File: src/rtl/pcread_req_arbiter.sv
// Arbitrates pcread requests from NUM_REQ requesters into one registered request stage.
// Id 0 (instruction fetch) has priority, bounded by a starvation limit; ids 1.. share round-robin.
package pcread_req_pkg;
  localparam int TOKEN_W = 4;
  typedef struct packed {
    logic [31:0]        addr;
    logic [3:0]         len;
    logic [TOKEN_W-1:0] token;
  } RequestItem_t;
endpackage

module pcread_req_arbiter
  import pcread_req_pkg::*;
#(
  parameter int NUM_REQ      = 4,
  parameter int MAX_OUTST    = 8,
  parameter int STARVE_LIMIT = 4
) (
  input  logic                       clock,
  input  logic                       reset,
  input  logic [NUM_REQ-1:0]         req_valid,
  input  RequestItem_t               req [NUM_REQ],
  output logic [NUM_REQ-1:0]         req_grant,
  output logic [NUM_REQ-1:0]         req_pending,
  input  logic                       drain,
  output logic                       out_valid,
  output RequestItem_t               out_req,
  input  logic                       out_ready,
  input  logic                       ret_valid,
  input  logic                       ret_last,
  input  logic [$clog2(NUM_REQ)-1:0] ret_id,
  output logic                       idle,
  output logic                       err
);
  localparam int ID_W  = $clog2(NUM_REQ);
  localparam int CNT_W = $clog2(MAX_OUTST + 1);
  localparam int SC_W  = $clog2(STARVE_LIMIT + 1);

  logic [CNT_W-1:0]   outst [NUM_REQ];
  logic [SC_W-1:0]    starveCnt;
  logic [ID_W-1:0]    rrPtr;
  logic [NUM_REQ-1:0] eligible;
  logic [NUM_REQ-1:0] retHit;
  logic               othersEligible;
  logic               accept;
  logic               rrFound;
  logic [ID_W-1:0]    rrWinner;
  logic [ID_W-1:0]    grantId;
  RequestItem_t       loadReq;

  always_comb begin
    eligible = '0;
    retHit   = '0;
    for (int i = 0; i < NUM_REQ; i++) begin
      eligible[i] = req_valid[i] && (outst[i] < CNT_W'(MAX_OUTST)) && !drain && !reset;
      retHit[i]   = ret_valid && ret_last && (ret_id == ID_W'(i));
    end
  end

  assign othersEligible = |eligible[NUM_REQ-1:1];

  // Round-robin over ids 1..NUM_REQ-1 only, starting just above the last non-zero grant.
  always_comb begin
    int cand;
    cand     = 0;
    rrWinner = '0;
    rrFound  = 1'b0;
    for (int k = 1; k < NUM_REQ; k++) begin
      cand = int'(rrPtr) + k;
      if (cand >= NUM_REQ) cand = cand - (NUM_REQ - 1);
      if (!rrFound && eligible[ID_W'(cand)]) begin
        rrWinner = ID_W'(cand);
        rrFound  = 1'b1;
      end
    end
  end

  always_comb begin
    grantId = rrWinner;
    if (eligible[0] && !((starveCnt == SC_W'(STARVE_LIMIT)) && othersEligible)) grantId = '0;
  end

  // Output stage handshake: a request transfers on out_valid && out_ready; the stage
  // may reload in the same cycle it empties, so a grant happens whenever the stage
  // is empty or draining and someone is eligible. Held requests never change.
  assign accept = (!out_valid || out_ready) && (|eligible);

  always_comb begin
    req_grant = '0;
    if (accept) req_grant[grantId] = 1'b1;
  end

  always_comb begin
    loadReq       = req[grantId];
    loadReq.token = TOKEN_W'(grantId);
  end

  always_ff @(posedge clock) begin
    if (reset) begin
      out_valid <= 1'b0;
      out_req   <= '0;
      starveCnt <= '0;
      rrPtr     <= ID_W'(NUM_REQ - 1);
    end else begin
      if (accept) begin
        out_valid <= 1'b1;
        out_req   <= loadReq;
        if (grantId == '0) begin
          if (!othersEligible)                         starveCnt <= '0;
          else if (starveCnt != SC_W'(STARVE_LIMIT))   starveCnt <= starveCnt + 1'b1;
        end else begin
          starveCnt <= '0;
          rrPtr     <= grantId;
        end
      end else if (out_ready) begin
        out_valid <= 1'b0;
      end
    end
  end

  // A return for a requester with nothing outstanding is dropped and flagged.
  always_ff @(posedge clock) begin
    if (reset) begin
      for (int i = 0; i < NUM_REQ; i++) outst[i] <= '0;
      err <= 1'b0;
    end else begin
      for (int i = 0; i < NUM_REQ; i++) begin
        if (req_grant[i] && !(retHit[i] && outst[i] != '0))
          outst[i] <= outst[i] + 1'b1;
        else if (!req_grant[i] && retHit[i] && outst[i] != '0)
          outst[i] <= outst[i] - 1'b1;
        if (retHit[i] && outst[i] == '0) err <= 1'b1;
      end
    end
  end

  always_comb begin
    idle        = !out_valid;
    req_pending = '0;
    for (int i = 0; i < NUM_REQ; i++) begin
      req_pending[i] = (outst[i] != '0) || (out_valid && out_req.token == TOKEN_W'(i));
      if (outst[i] != '0) idle = 1'b0;
    end
  end
endmodule
File: config.mk
export PLATFORM = sky130hd
export DESIGN_NAME = pcread_req_arbiter
export DESIGN_NICKNAME = d
export VERILOG_FILES = /design/src/rtl/pcread_req_arbiter.sv
export SDC_FILE = /design/constraint.sdc
export NUM_CORES = 1
export LEC_CHECK = 0
export ABC_AREA = 1
export CORE_AREA = 2 2 90 157
export DETAILED_ROUTE_END_ITERATION = 10
export DIE_AREA = 0 0 92 159
export GPL_TIMING_DRIVEN = 0
export PLACE_DENSITY = 0.76
export SLEW_MARGIN = 20
export SYNTH_ARGS = -nofsm -noshare
export SYNTH_HDL_FRONTEND = slang
export SYNTH_SLANG_ARGS = --single-unit
File: constraint.sdc
create_clock -name clock -period 2.82 [get_ports clock]
set_input_delay 0.423 -clock clock [delete_from_list [all_inputs] [get_ports clock]]
set_output_delay 0.423 -clock clock [all_outputs]
set_load 0.01 [all_outputs]
; After elaboration in Yosys (flattened, before gate mapping)
; Memory sizes are Yosys's and may differ from the RTL's.
; Index checks and enable logic that the tools add are counted.
[classes]
n_bitwise = 10
n_reduce_logical = 83
n_mux = 75
n_lt_le_gt_ge = 13
n_addsub = 15
n_eq_ne = 9
[ops]
columns = operator, n
row1 = $bmux W40 S2, 1
row2 = $mux W40, 2
row3 = $mux W1, 49
row4 = $logic_and A1 B1 Y1, 47
row5 = $mux W4, 9
row6 = $logic_not A4 Y1, 5
row7 = $reduce_bool A4 Y1, 5
row8 = $add A4 B1 Y4 const B, 4
row9 = $lt A4 B4 Y1 const B, 4
row10 = $sub A4 B1 Y4 const B, 4
row11 = $logic_not A1 Y1, 14
row12 = $mux W2, 7
row13 = $ge A3 B3 Y1 const B, 4
row14 = $lt A2 B4 Y1 const B, 3
row15 = $mux W3, 3
row16 = $eq A2 B2 Y1 const B, 4
row17 = $or A1 B1 Y1, 8
row18 = $add A2 B2 Y3 const B, 2
row19 = $bmux W1 S2, 3
row20 = $sub A2 B2 Y2 const B, 3
row21 = $logic_or A1 B1 Y1, 5
row22 = $eq A2 B1 Y1 const B, 2
row23 = $logic_not A2 Y1, 2
row24 = $reduce_and A2 Y1, 2
row25 = 13 further kinds, 13
[totals]
ram_bits = 16
mem_count = 1
reg_bits = 45
wordCells = 213
[mem_list]
columns = memory, words, word_bits, read_ports, rd_clocked_by_memory_dff, wr, line
row1 = outst, 4, 4, 4, 0, 4, 39  ; logic [CNT_W-1:0] outst [NUM_REQ];

; Logic depth before layout (Yosys ltp)
; An unclocked memory read counts as a cell.
[logic_depth]
ltp_word = 29
mapped_depth = 23

; Worst setup path after synthesis
; Ideal clock, no wire load.
[synth_timing]
kind = flip-flop to flip-flop
startpoint = register rrPtr[0]
endpoint = memory outst[0][11] (netlist bit), data pin
arrival_time_ns = 2.723
t_required_ns = 2.571
n_path_buf = 0
path_stages_with_launch = 24
slack_ns = -0.152
synth_period_minus_slack_ns = 2.972
setup_ns = 0.249
path_cell_list = dfxtp_1 > inv_1 > ha_1 > inv_1 > nand3_1 > nand3_1 > nand2_2 > inv_2 > nand3_1 > inv_1 > nor2_1 > nor2_2 > nand3_1 > nand3_1 > inv_1 > ha_1 > a21oi_1 > nand2_1 > xor2_1 > inv_1 > nand2_1 > nand2_1 > nand2_1 > inv_1
[synth_rtl]
columns = element, line
row1 = start: declaration, 41  ; logic [ID_W-1:0] rrPtr;
row2 = start signal: assignment, 103  ; rrPtr <= ID_W'(NUM_REQ - 1);
row3 = start signal: assignment, 113  ; rrPtr <= grantId;
row4 = end: declaration, 39

==> out/results.ini <==
[detailed_routing]
wl_um=18800
vias=6184
wl_per_cell_um=14.6
drtPass1Iterations=5
viasPerCell=4.81
final_antenna_net_count=0
route.detailed.drc=0
initialDrtViolationCount=290

[die]
ioPinCount=223
row_count=56
start_util_pct=39.4
die_w_um=92
die_area_um2=14600
die_h_um=159
coreArea_um2=13300

[placed_design]
dp.cells=1248
dp_hpwl_um=14000
place_congestion=0.929
port_buffers=203
post-place-ws_ps=-822

[yosys]
syn_area_um2=5240
syn_area_per_cell_um2=6.03
synth_edf_count=16
synth_common_cells=199 x nand2_1, 195 x inv_1, 151 x nand3_1
synth_top_family_by_area=simple AND/OR/NAND/NOR gates
ys_warn_count=0
synth-xor-area-share_pct=1.84
ys_types=34
ys_async_sr_fraction_pct=0
netlist_instances=870
synthSimpleGateAreaFrac_pct=45.8
yosys.area.top_type=dfxtp_1
synth_compound_area_share_pct=2.53
synth.area.top_cells=dfxtp_1 17%, nand3_1 14%, nand2_1 14%
muxShareOfSynthArea_pct=0
synth_most_common_cell=nand2_1
synth-seq-cells=61
ys.flop_type=dfxtp_1
yosysSeqAreaShare_pct=26.3
synth_top_cell_area_share_pct=17.2
synth_fa_ha_area_share_pct=4.01

[power]
p_sw_w=0.00166
powerDensity_nw_per_um2=520
switching_share_pct=38.3
pwr-share-comb_pct=48.4
pwr-share-clk_pct=25.7
p_seq_share_pct=25.9
ir_worst_vdd_mv=0.282
p_int_w=0.00267
cellLeakagePower_nw=4.19

[timing]
hold_violations=0
rsz0062_at_grt=true
setup_viol=6
worstMarginPinSlew_ps=507
slew_viol_final=0
clock_skew_ps=4.45
fin_crit_sh_pct=108
fmax_mhz=327
setup_ws_ps=-237
period_needed_ps=3060
maxSlewHeadroom_pct=66.2

[layout]
utilization_pct=62.5
diodes=0
syn_to_final_growth_pct=58.6
layoutNonFillerInstCount=1285
drive_gt1_share_pct=14.8
fillers=1222
final_nets=1294

[global_route]
gr-usage-all-layers_pct=24.5
globalRouteOverflowTotal=0
grt_pass1_vias=5926
grt_pass1_wl_um=28700
grt_max_degree=11
grt_antenna_before_repair=0

[status]
violations=setup timing
status=finished with violations

[critical_path]
worstSetupEndpointType=register
cp-start-kind=register
cp_cell_sequence=nor2_4, nand2_2, nand2_2, nand3_1, nand2_2, nand3_4, buf_6, nand2_4, nor2_4, nor2_4, nand3_4, nand3_4, inv_4, ha_4, a21oi_2, nand2_2, xor2_2, inv_1, nand2_1, nand2_1, nand2_1, inv_1
reg2reg_from=outst[0][7]$_SDFFCE_PN0P_
crit_path_start=outst[0][7]$_SDFFCE_PN0P_
r2r_setup_slack_ps=-240
cp.required_ps=2920
critical_path.most_common_cell=nand2_2
slowest_delay_ps=500
slowest_stage=edfxtp_1
critPathArrivalTime_ps=3160
worstSetupPathType=register to register
worstPathMaxFanout=6

[clock_tree]
clk_pin_slew_ps=60
root_buffer=clkbuf_16
numClockSinks=61
cts_buffer_depth=2
cts_made_buffers=9
clock_latency_ps=340
cts_tree=built
h-tree-depth=3

[hold_path]
hold_start=reset
hp-class=primary input to register

[run]
drv_cap=0

final cells by class:
class	count	area (µm²)	share of cell area (%)
buffer	44	279	3.35
timing repair buffer	225	2180	26.2
inverter	199	764	9.19
clock buffer	10	239	2.87
sequential	61	1390	16.7
clock inverter	5	51.3	0.617
tap	174	218	2.62
multi-input combinational	567	3200	38.5
routing by layer:
metal / part of all wire (%) / track usage (%) / vias to the layer above / wire, µm
met5: 0 / 0 / - / 0
met4: 4.5 / 11.9 / 0 / 836
met3: 6.7 / 5.06 / 58 / 1250
met2: 53 / 45.8 / 252 / 9970
met1: 36 / 25.4 / 2756 / 6710
li1: - / - / 3118 / -
power groups by stage:
| stage | Combinational (W) | Sequential [W] | Clock, W |
|---|---|---|---|
| 2_1_floorplan | 0.00115 | 0.00115 | 0 |
| 3_3_place_gp | 0.00191 | 0.00112 | 0 |
| 3_5_place_dp | 0.00192 | 0.00113 | 0 |
| 4_1_cts | 0.00201 | 0.00112 | 0.00112 |
| 5_1_grt | 0.00231 | 0.00114 | 0.00117 |
| 6_report | 0.00210 | 0.00112 | 0.00111 |
state kept, by name (all words and copies together) (netlist names):
| register | cells |
|---|---|
| out_valid | 1 |
| rrPtr | 2 |
| outst | 16 |
| starveCnt | 3 |
| err | 1 |
| out_req | 38 |
metrics by stage:
| stage | area (µm²) | total power (W) | TNS [ps] | hold WS, ps |
|---|---|---|---|---|
| floorplan | 5310 | 0.00231 | -53.7 | 455 |
| global placement | 7560 | 0.00303 | -10330 | 478 |
| detailed placement | 7560 | 0.00305 | -11640 | 499 |
| CTS | 8110 | 0.00424 | -394 | 407 |
| global route | 8320 | 0.00462 | -1470 | 429 |
| finish | 8320 | 0.00433 | -546 | 415 |
path summary, 6_finish.rpt:
kind / cells after the start / endpoint
hold reg to reg: 2 / rrPtr[1]$_SDFFE_PP1P_
setup reg to reg: 22 / outst[0][7]$_SDFFCE_PN0P_
hold / removal: 4 / out_req[39]$_SDFFE_PP0P_
setup / recovery: 22 / outst[0][7]$_SDFFCE_PN0P_
worst max-delay path, delay by kind of cell, from the launching register on:
family                     cells  cell delay, ps
adders and majority gates      1             220
AOI/OAI and AO/OA              1             140
buffers and inverters          4             320
xor gates and xnor gates       1             180
DFF                            1             500
and+or+nand+nor               15            1450
cell families (layout without fill, tap and decap cells):
family	Yosys count	in the layout
simple gates	514	514
buf+inv	243	483
flops	61	61
compound gates	25	25
fa+ha+maj	15	15
xor+xnor	11	11
other cells	1	2
what timing repair did:
item / in CTS / in global routing
resized for setup: 56 / 36
pin swaps: 26 / 25
hold buffers: 0 / 0
setup buffers: 11 / 12
setup endpoints to repair: 9 / 9
placed cells by master, fill, tap and decap left out, types with 16 or more instances in the layout:
master             n
nand3_1          137
edfxtp_1          16
inv_1            183
nand3b_1          36
nand2_1          191
clkdlybuf4s50_1  194
buf_4             30
nor2_1            83
dfxtp_1           43
buf_2             20
Note: power is estimated with default switching activity, not from simulation.
